$ cat src/rtl/jtkunio_gfx_arb_pkg.sv
// Shared types and helpers for the jtkunio graphics ROM arbiter.
//   state_t  : arbiter FSM states (IDLE waits for a miss, WAIT holds the ROM request)
//   CHAR/SCR/OBJ : requester indices, also the bit positions in pending vectors
//   next_rr  : round-robin pick of the first pending requester after 'last'
package jtkunio_gfx_arb_pkg;

  typedef enum logic {IDLE = 1'b0, WAIT = 1'b1} state_t;

  localparam logic [1:0] CHAR = 2'd0;
  localparam logic [1:0] SCR  = 2'd1;
  localparam logic [1:0] OBJ  = 2'd2;

  // Search order starts just after 'last' and wraps CHAR->SCR->OBJ->CHAR,
  // so 'last' itself is only picked when it is the sole pending requester.
  function automatic logic [1:0] next_rr(input logic [1:0] last,
                                         input logic [2:0] pending);
    logic [1:0] r;
    r = last;
    case (last)
      CHAR:    r = pending[SCR]  ? SCR  : pending[OBJ]  ? OBJ  : CHAR;
      SCR:     r = pending[OBJ]  ? OBJ  : pending[CHAR] ? CHAR : SCR;
      default: r = pending[CHAR] ? CHAR : pending[SCR]  ? SCR  : OBJ;
    endcase
    return r;
  endfunction

endpackage

$ cat src/rtl/jtkunio_gfx_arb_slot.sv
// One-entry cache for a single graphics fetcher.
//   clk, rst      : clock, synchronous active-high reset
//   i_cs, i_addr  : fetcher request and word address
//   i_load        : grant strobe; captures i_addr as tag and invalidates
//   i_fill        : ROM data return strobe; stores i_fill_data and validates
//   o_ok          : cached data matches the current address
//   o_pending     : request outstanding (cs without a hit)
//   o_data        : registered cache data
module jtkunio_gfx_arb_slot #(
  parameter int W = 14
) (
  input  logic         clk,
  input  logic         rst,
  input  logic         i_cs,
  input  logic [W-1:0] i_addr,
  input  logic         i_load,
  input  logic         i_fill,
  input  logic [31:0]  i_fill_data,
  output logic         o_ok,
  output logic         o_pending,
  output logic [31:0]  o_data
);

  logic [W-1:0] r_tag;
  logic [31:0]  r_data;
  logic         r_valid;

  always_ff @(posedge clk) begin
    if (rst) begin
      r_tag   <= '0;
      r_data  <= '0;
      r_valid <= 1'b0;
    end else begin
      // load and fill never coincide for one slot: the arbiter only grants
      // from IDLE and only fills from WAIT
      if (i_load) begin
        r_tag   <= i_addr;
        r_valid <= 1'b0;
      end
      if (i_fill) begin
        r_data  <= i_fill_data;
        r_valid <= 1'b1;
      end
    end
  end

  assign o_ok      = i_cs & r_valid & (r_tag == i_addr);
  assign o_pending = i_cs & ~o_ok;
  assign o_data    = r_data;

endmodule

$ cat src/rtl/jtkunio_gfx_arb.sv
// Graphics ROM arbiter: shares one 32-bit ROM port among char, scroll and
// object fetchers. Each fetcher has a one-entry cache; misses are served
// one at a time in round-robin order.
//   clk, rst                      : clock, synchronous active-high reset
//   char_/scr_/obj_ cs,addr       : fetcher requests
//   char_/scr_/obj_ data,ok       : cached data and hit flag
//   rom_cs, rom_addr              : ROM request, held until rom_ok
//   rom_data, rom_ok              : ROM return, only honoured in WAIT
module jtkunio_gfx_arb
  import jtkunio_gfx_arb_pkg::*;
#(
  parameter int             CW         = 14,
  parameter int             SW         = 17,
  parameter int             OW         = 18,
  parameter int             AW         = 20,
  parameter logic [AW-1:0]  SCR_OFFSET = 20'h04000,
  parameter logic [AW-1:0]  OBJ_OFFSET = 20'h24000
) (
  input  logic          clk,
  input  logic          rst,
  input  logic          char_cs,
  input  logic [CW-1:0] char_addr,
  output logic [31:0]   char_data,
  output logic          char_ok,
  input  logic          scr_cs,
  input  logic [SW-1:0] scr_addr,
  output logic [31:0]   scr_data,
  output logic          scr_ok,
  input  logic          obj_cs,
  input  logic [OW-1:0] obj_addr,
  output logic [31:0]   obj_data,
  output logic          obj_ok,
  output logic          rom_cs,
  output logic [AW-1:0] rom_addr,
  input  logic [31:0]   rom_data,
  input  logic          rom_ok
);

  state_t        r_state, w_state_nx;
  logic [1:0]    r_owner, r_last;
  logic [1:0]    w_pick;
  logic [2:0]    w_pend, w_load, w_fill;
  logic          w_grant, w_done;
  logic [AW-1:0] w_req_addr;

  jtkunio_gfx_arb_slot #(.W(CW)) u_char (
    .clk(clk), .rst(rst), .i_cs(char_cs), .i_addr(char_addr),
    .i_load(w_load[CHAR]), .i_fill(w_fill[CHAR]), .i_fill_data(rom_data),
    .o_ok(char_ok), .o_pending(w_pend[CHAR]), .o_data(char_data)
  );

  jtkunio_gfx_arb_slot #(.W(SW)) u_scr (
    .clk(clk), .rst(rst), .i_cs(scr_cs), .i_addr(scr_addr),
    .i_load(w_load[SCR]), .i_fill(w_fill[SCR]), .i_fill_data(rom_data),
    .o_ok(scr_ok), .o_pending(w_pend[SCR]), .o_data(scr_data)
  );

  jtkunio_gfx_arb_slot #(.W(OW)) u_obj (
    .clk(clk), .rst(rst), .i_cs(obj_cs), .i_addr(obj_addr),
    .i_load(w_load[OBJ]), .i_fill(w_fill[OBJ]), .i_fill_data(rom_data),
    .o_ok(obj_ok), .o_pending(w_pend[OBJ]), .o_data(obj_data)
  );

  // state register
  always_ff @(posedge clk) begin
    if (rst) r_state <= IDLE;
    else     r_state <= w_state_nx;
  end

  // next state
  always_comb begin
    w_state_nx = r_state;
    case (r_state)
      IDLE:    if (|w_pend) w_state_nx = WAIT;
      WAIT:    if (rom_ok)  w_state_nx = IDLE;
      default: w_state_nx = IDLE;
    endcase
  end

  // outputs of the FSM: grant/fill strobes and the granted ROM address
  always_comb begin
    w_grant = (r_state == IDLE) & (|w_pend);
    w_done  = (r_state == WAIT) & rom_ok;
    w_pick  = next_rr(r_last, w_pend);
    w_load  = w_grant ? (3'b001 << w_pick)  : 3'b000;
    w_fill  = w_done  ? (3'b001 << r_owner) : 3'b000;
    case (w_pick)
      SCR:     w_req_addr = AW'(scr_addr) + SCR_OFFSET;
      OBJ:     w_req_addr = AW'(obj_addr) + OBJ_OFFSET;
      default: w_req_addr = AW'(char_addr);
    endcase
  end

  // ROM port and arbitration history; rom_addr is left as-is after a fill
  always_ff @(posedge clk) begin
    if (rst) begin
      rom_cs   <= 1'b0;
      rom_addr <= '0;
      r_owner  <= CHAR;
      r_last   <= OBJ;
    end else if (w_grant) begin
      rom_cs   <= 1'b1;
      rom_addr <= w_req_addr;
      r_owner  <= w_pick;
      r_last   <= w_pick;
    end else if (w_done) begin
      rom_cs   <= 1'b0;
    end
  end

endmodule

$ cat config.mk
export PLATFORM = sky130hd
export DESIGN_NAME = jtkunio_gfx_arb
export DESIGN_NICKNAME = d
export VERILOG_FILES = /design/src/rtl/jtkunio_gfx_arb_pkg.sv /design/src/rtl/jtkunio_gfx_arb_slot.sv /design/src/rtl/jtkunio_gfx_arb.sv
export SDC_FILE = /design/constraint.sdc
export NUM_CORES = 1
export LEC_CHECK = 0
export ABC_AREA = 1
export BUFFER_PORTS_ARGS = -buffer_cell sky130_fd_sc_hd__buf_2
export CORE_ASPECT_RATIO = 1.1
export CORE_MARGIN = 2
export CORE_UTILIZATION = 40
export DETAILED_ROUTE_END_ITERATION = 12
export PLACE_DENSITY = 0.65
export SLEW_MARGIN = 20
export SYNTH_ARGS = -nofsm -noshare
export SYNTH_HDL_FRONTEND = slang
export SYNTH_SLANG_ARGS = --single-unit
$ cat constraint.sdc
create_clock -name clk -period 3.28 [get_ports clk]
set_input_delay 0.328 -clock clk [delete_from_list [all_inputs] [get_ports clk]]
set_output_delay 0.328 -clock clk [all_outputs]
set_load 0.1 [all_outputs]
Word level (Yosys, flattened, before mapping)
Cells that the tools add are included.
- register bits: 174
- latch bits: 0
- memory bits (writable): 0
- memory bits (read-only): 0
- word-level logic and storage cells: 66
- memories kept: 0
- add/subtract/negate cells: 2
- $mul: 0
- divide/modulo/power cells: 0
- magnitude comparators: 0
- equal/unequal tests: 6
- shifts and indexed selects: 2
- multiplexer cells: 21
- bitwise logic cells: 15
- reduce and logical (&&, ||, !) cells: 6
- operator list (kind ; count):
    $pmux 19 s2 ; 1
    $add 18x18->19 const B ; 1
    $add 17x15->18 const B ; 1
    $eq 18x18->1 ; 1
    $eq 17x17->1 ; 1
    $eq 14x14->1 ; 1
    $and 1x1->1 ; 11
    $mux 1 ; 11
    $mux 2 ; 5
    $reduce_bool 2->1 ; 4
    $mux 3 ; 2
    $shl 1x2->3 const A ; 2
    $eq 2x1->1 const B ; 2
    $not 1->1 ; 4
    $pmux 2 s2 ; 1
    $reduce_or 3->1 ; 1
    $eq 2x2->1 const B ; 1
    $logic_not 2->1 ; 1
    $pmux 1 s2 ; 1

Depth between registers and ports, before layout
- depth after elaboration: 11
- depth in mapped cells: 22

By module
A second synthesis with hierarchy kept.
- cell total of the unflattened synthesis: 1106
- area total of the unflattened synthesis: 7898.8 µm²
- by module, submodules not included (module ; instances ; cells each ; area an instance (µm²)):
    jtkunio_gfx_arb_slot at u_obj ; 1 ; 326 ; 2253.4
    jtkunio_gfx_arb_slot at u_scr ; 1 ; 309 ; 2167.1
    jtkunio_gfx_arb_slot at u_char ; 1 ; 272 ; 1971.9
    jtkunio_gfx_arb ; 1 ; 199 ; 1506.4

Worst setup path after synthesis
No wires, ideal clock.
- path type: input port to output port
- start: input obj_addr[5]
- end: output obj_ok
- data arrival time: 3.953 ns
- slack: -1.001 ns
- stages on the path: 6
- path buffers: 0
- path through: inv_1 > nand2_1 > nand2_1 > nor4b_1 > nand3_1 > nor4b_1
- cells in the longest elaborated chain, start to end: 2
- ends and longest elaborated chain (element ; line ; source):
    from (decl) ; jtkunio_gfx_arb.sv:30 ; input logic [OW-1:0] obj_addr,
    $eq 18x18->1 ; jtkunio_gfx_arb_slot.sv:47 ; assign o_ok = i_cs & r_valid & (r_tag == i_addr);
    $and 1x1->1 ; jtkunio_gfx_arb_slot.sv:47 ;
    to (decl) ; jtkunio_gfx_arb.sv:32 ; output logic obj_ok,
No other way between the ends.

Worst setup path in the final report
- start: register u_char.r_tag[6]
- end: register rom_addr[11]
- cells in the longest elaborated chain, start to end: 9
- elaborated cells between the ends (all ways): 13
- classes of those cells: 3 x eq/ne; 5 x mux; 4 x bitwise; 1 x reduce/logical
- ends and longest elaborated chain (element ; line ; source):
    from (decl) ; jtkunio_gfx_arb_slot.sv:24 ; logic [W-1:0] r_tag;
    from (signal assigned) ; jtkunio_gfx_arb_slot.sv:37 ; r_tag <= i_addr;
    $eq 14x14->1 (*) ; jtkunio_gfx_arb_slot.sv:47 ;
    $and 1x1->1 (*) ; jtkunio_gfx_arb_slot.sv:47 ;
    $not 1->1 (*) ; jtkunio_gfx_arb_slot.sv:48 ; assign o_pending = i_cs & ~o_ok;
    $and 1x1->1 (*) ; jtkunio_gfx_arb_slot.sv:48 ;
    $mux 1 ; jtkunio_gfx_arb_pkg.sv:21 ; SCR: r = pending[OBJ] ? OBJ : pending[CHAR] ? CHAR : SCR;
    $mux 2 ; jtkunio_gfx_arb_pkg.sv:21 ;
    $pmux 2 s2 (*) ; jtkunio_gfx_arb_pkg.sv:19 ; case (last)
    via w_pick[0] ; jtkunio_gfx_arb.sv:41 ; logic [1:0] w_pick;
    $eq 2x2->1 / $eq 2x1->1 (equally long branches) ; jtkunio_gfx_arb.sv:87 ; case (w_pick)
    $pmux 19 s2 (*) ; jtkunio_gfx_arb.sv:87 ;
    to (signal assigned) ; jtkunio_gfx_arb.sv:103 ; rom_addr <= w_req_addr;
    to (decl) ; jtkunio_gfx_arb.sv:34 ; output logic [AW-1:0] rom_addr,
The timed path passes the listed nets; every way through them passes the cells marked *.
A chain may end at the register's enable or synchronous reset.

==> reports/results.ini <==
[status]
status = complete, no violations

[worst_setup_path]
worstSetupEndpointType = flop
worstPathMaxFanout = 17
arrival_ps = 3230
crit_required_ps = 3650
crit_type = reg2reg
start_kind = flop

[logic_synthesis]
synth_nets = 1310
synth-main-ff-cell = dfxtp_1
synth-seq-cells = 172
ys_seq_area_share_pct = 43.40
syn_inst = 1218
synth_edf_count = 0
synth_top_area_cell = dfxtp_1
synth_cell_type_count = 33
synth_top_area_share_pct = 43.40
ys.warnings.count = 0
yosys-top-cells-area = dfxtp_1, nor2_1, nand2_1
ys_async_sr_fraction_pct = 0
netlist_area_mm2 = 0.007934
yosysMostFrequentCell = nor2_1
synth.avg_cell_area_um2 = 6.514
synth.top_cells.by_count = nor2_1, nand2_1, dfxtp_1

[routing]
drtIter0Drc = 493
wl_per_cell_um = 15.19
drt_wl_total_um = 25260
via_per_inst = 4.962
antenna_left = 0
first_pass_iters = 8
via_count = 8252
drc = 0

[global_routing]
grt_pass1_wl_um = 39660
grt_util_met3_pct = 6.600
grt_pass1_vias = 7728
antenna_found_initial = 1
grt-ovfl-total = 0
grt_max_degree = 89
busiest_layer = met2
use_met1_pct = 28.32
gr-usage-met2_pct = 40.30
grt_util_all_layers_pct = 23.54

[power]
ir_drop_v = 0.0004196
power_leakage_nw = 5.136
powerDensity_mw_per_mm2 = 609.4

[clocking]
htreeDepth = 4
cts_made_buffers = 17
clock_latency_ps = 440
postCtsHoldBufs = 0
post_cts_buffers = 0
cts_sinks = 172
cts_max_path_buffers = 2
cts_tree = done
cts_resized = 0
cts_root_buf = clkbuf_16
clk_pin_slew_ps = 80

[sta]
layout_min_cycle_time_ps = 2861
slew_viol_final = 0
setup_tns_ps = 0
finalCritPeriodShare_pct = 87.23
skew_ps = 18.74
slew_headroom_pct = 35.51
fmax_mhz = 349.5
hold_viol = 0
worst_slack_ps = 419.0
worst_pin_slew_ps = 966.3
holdWs_ps = 136.8
setup_viol = 0
grt_setup_unrepaired = false

[placement]
dpl-instance-area_mm2 = 0.009165
dpl.hpwl_um = 17700
io_buffers = 205
dp_worst_setup_slack_ps = 344.0
globalplace.congestion = 0.8773

[floorplan]
die_h_um = 151.7
die_area_mm2 = 0.02098
boundaryPins = 207
dieWidth_um = 138.3
core_area_mm2 = 0.01966
initial_utilization_pct = 40.35
rows = 54

[cells_and_area]
final_cell_area_mm2 = 0.009781
final_nets = 1489
final_layout_size_suffix_gt1_share_pct = 19.22
syn2layout_area_growth_pct = 23.28

[flow_run]
cap_violations = 0

[hold_path]
min_path_type = in2reg

where the power goes:
part | switching (W) | internal [W]
registers | 0.0000886 | 0.00224
logic | 0.00122 | 0.000338
clock network | 0.00103 | 0.00104
total | 0.00234 | 0.00362
flip-flops by register name, indices dropped and copies added, names as in the netlist:
name and count:
r_owner 2, u_scr.r_valid 1, u_scr.r_tag 17, u_obj.r_tag 18
r_last 1, r_state 1, u_char.r_valid 1, u_scr.o_data 32
u_char.r_tag 14, u_char.o_data 32, rom_addr 19, u_obj.r_valid 1
rom_cs 1, u_obj.o_data 32
logic make-up after synthesis:
| kind of cell | Yosys count | synth area share (%) |
|---|---|---|
| other cells | 1 | 0.04727 |
| simple gates | 691 | 35.17 |
| compound gates | 164 | 10.83 |
| flops | 172 | 43.40 |
| xor+xnor | 8 | 0.8831 |
| fa+ha+maj | 5 | 0.7885 |
| buf+inv | 177 | 8.879 |
per-stage QoR:
stage | total power (W) | std cells | utilization (%)
floorplan | 0.003566 | 1218 | -
global placement | 0.003915 | 1630 | 46.61
detailed placement | 0.003924 | 1630 | 46.61
CTS | 0.005990 | 1662 | 49.73
global route | 0.006220 | 1662 | 49.73
finish | 0.005960 | 1663 | 49.75
placed cells by master, fill, tap and decap left out, types with 2 or more instances in the layout:
cell type / instances
clkinv_8: 5
clkinv_4: 2
nand2_1: 259
inv_2: 5
a21oi_1: 10
clkinv_1: 3
nand3b_1: 2
nor3_2: 3
nor4_2: 2
clkbuf_16: 17
nor3_1: 5
buf_2: 205
nand4_1: 45
o2111ai_1: 2
inv_8: 5
xnor2_1: 4
inv_1: 106
nand2_2: 2
o22ai_1: 14
nor2_1: 353
ha_1: 5
nand3_2: 2
o21ai_0: 133
xor2_1: 4
dfxtp_1: 172
buf_4: 17
nand3_1: 14
final timing paths:
| kind | from | to | slack, ps | depth (start not counted) |
|---|---|---|---|---|
| max reg2reg | u_char.r_tag[6] | rom_addr[11] | 420 | 17 |
| max | u_char.r_tag[6] | rom_addr[11] | 420 | 17 |
| min reg2reg | u_scr.r_valid | u_scr.r_valid | 470 | 2 |
| min | rom_data[6] | u_obj.o_data[6] | 140 | 3 |
metal layers:
metal	vias up	share of wire [%]
li1	4196	-
met1	3733	43
met2	284	47
met3	39	7.3
met4	0	2.6
met5	-	0
critical path, stage by stage (launching register included):
cell and delay [ps]:
dfxtp_1 350, inv_1 60, nand2_1 90, nand2_1 60, nor2_1 120, nand2_1 70, nor2_1 90, nand2_1 60
nand2_1 190, nand4_1 150, nand3_1 150, ha_1 190, clkinv_1 380, o22ai_1 420, nand2_1 90, o21ai_0 80
o21ai_0 130, nor2_1 120
area by class of cell:
cell class              count  area, um2
fillers                  1974       9881
multi-input cells         869       3820
flip-flops and latches    172       3443
repair buffers            222       1154
inverters                 115      432.9
clock buffers              17      425.4
well taps                 252      315.3
clock inverters            15      187.7
diodes                      1      2.502
No activity file was read; power rests on OpenSTA's default activity.
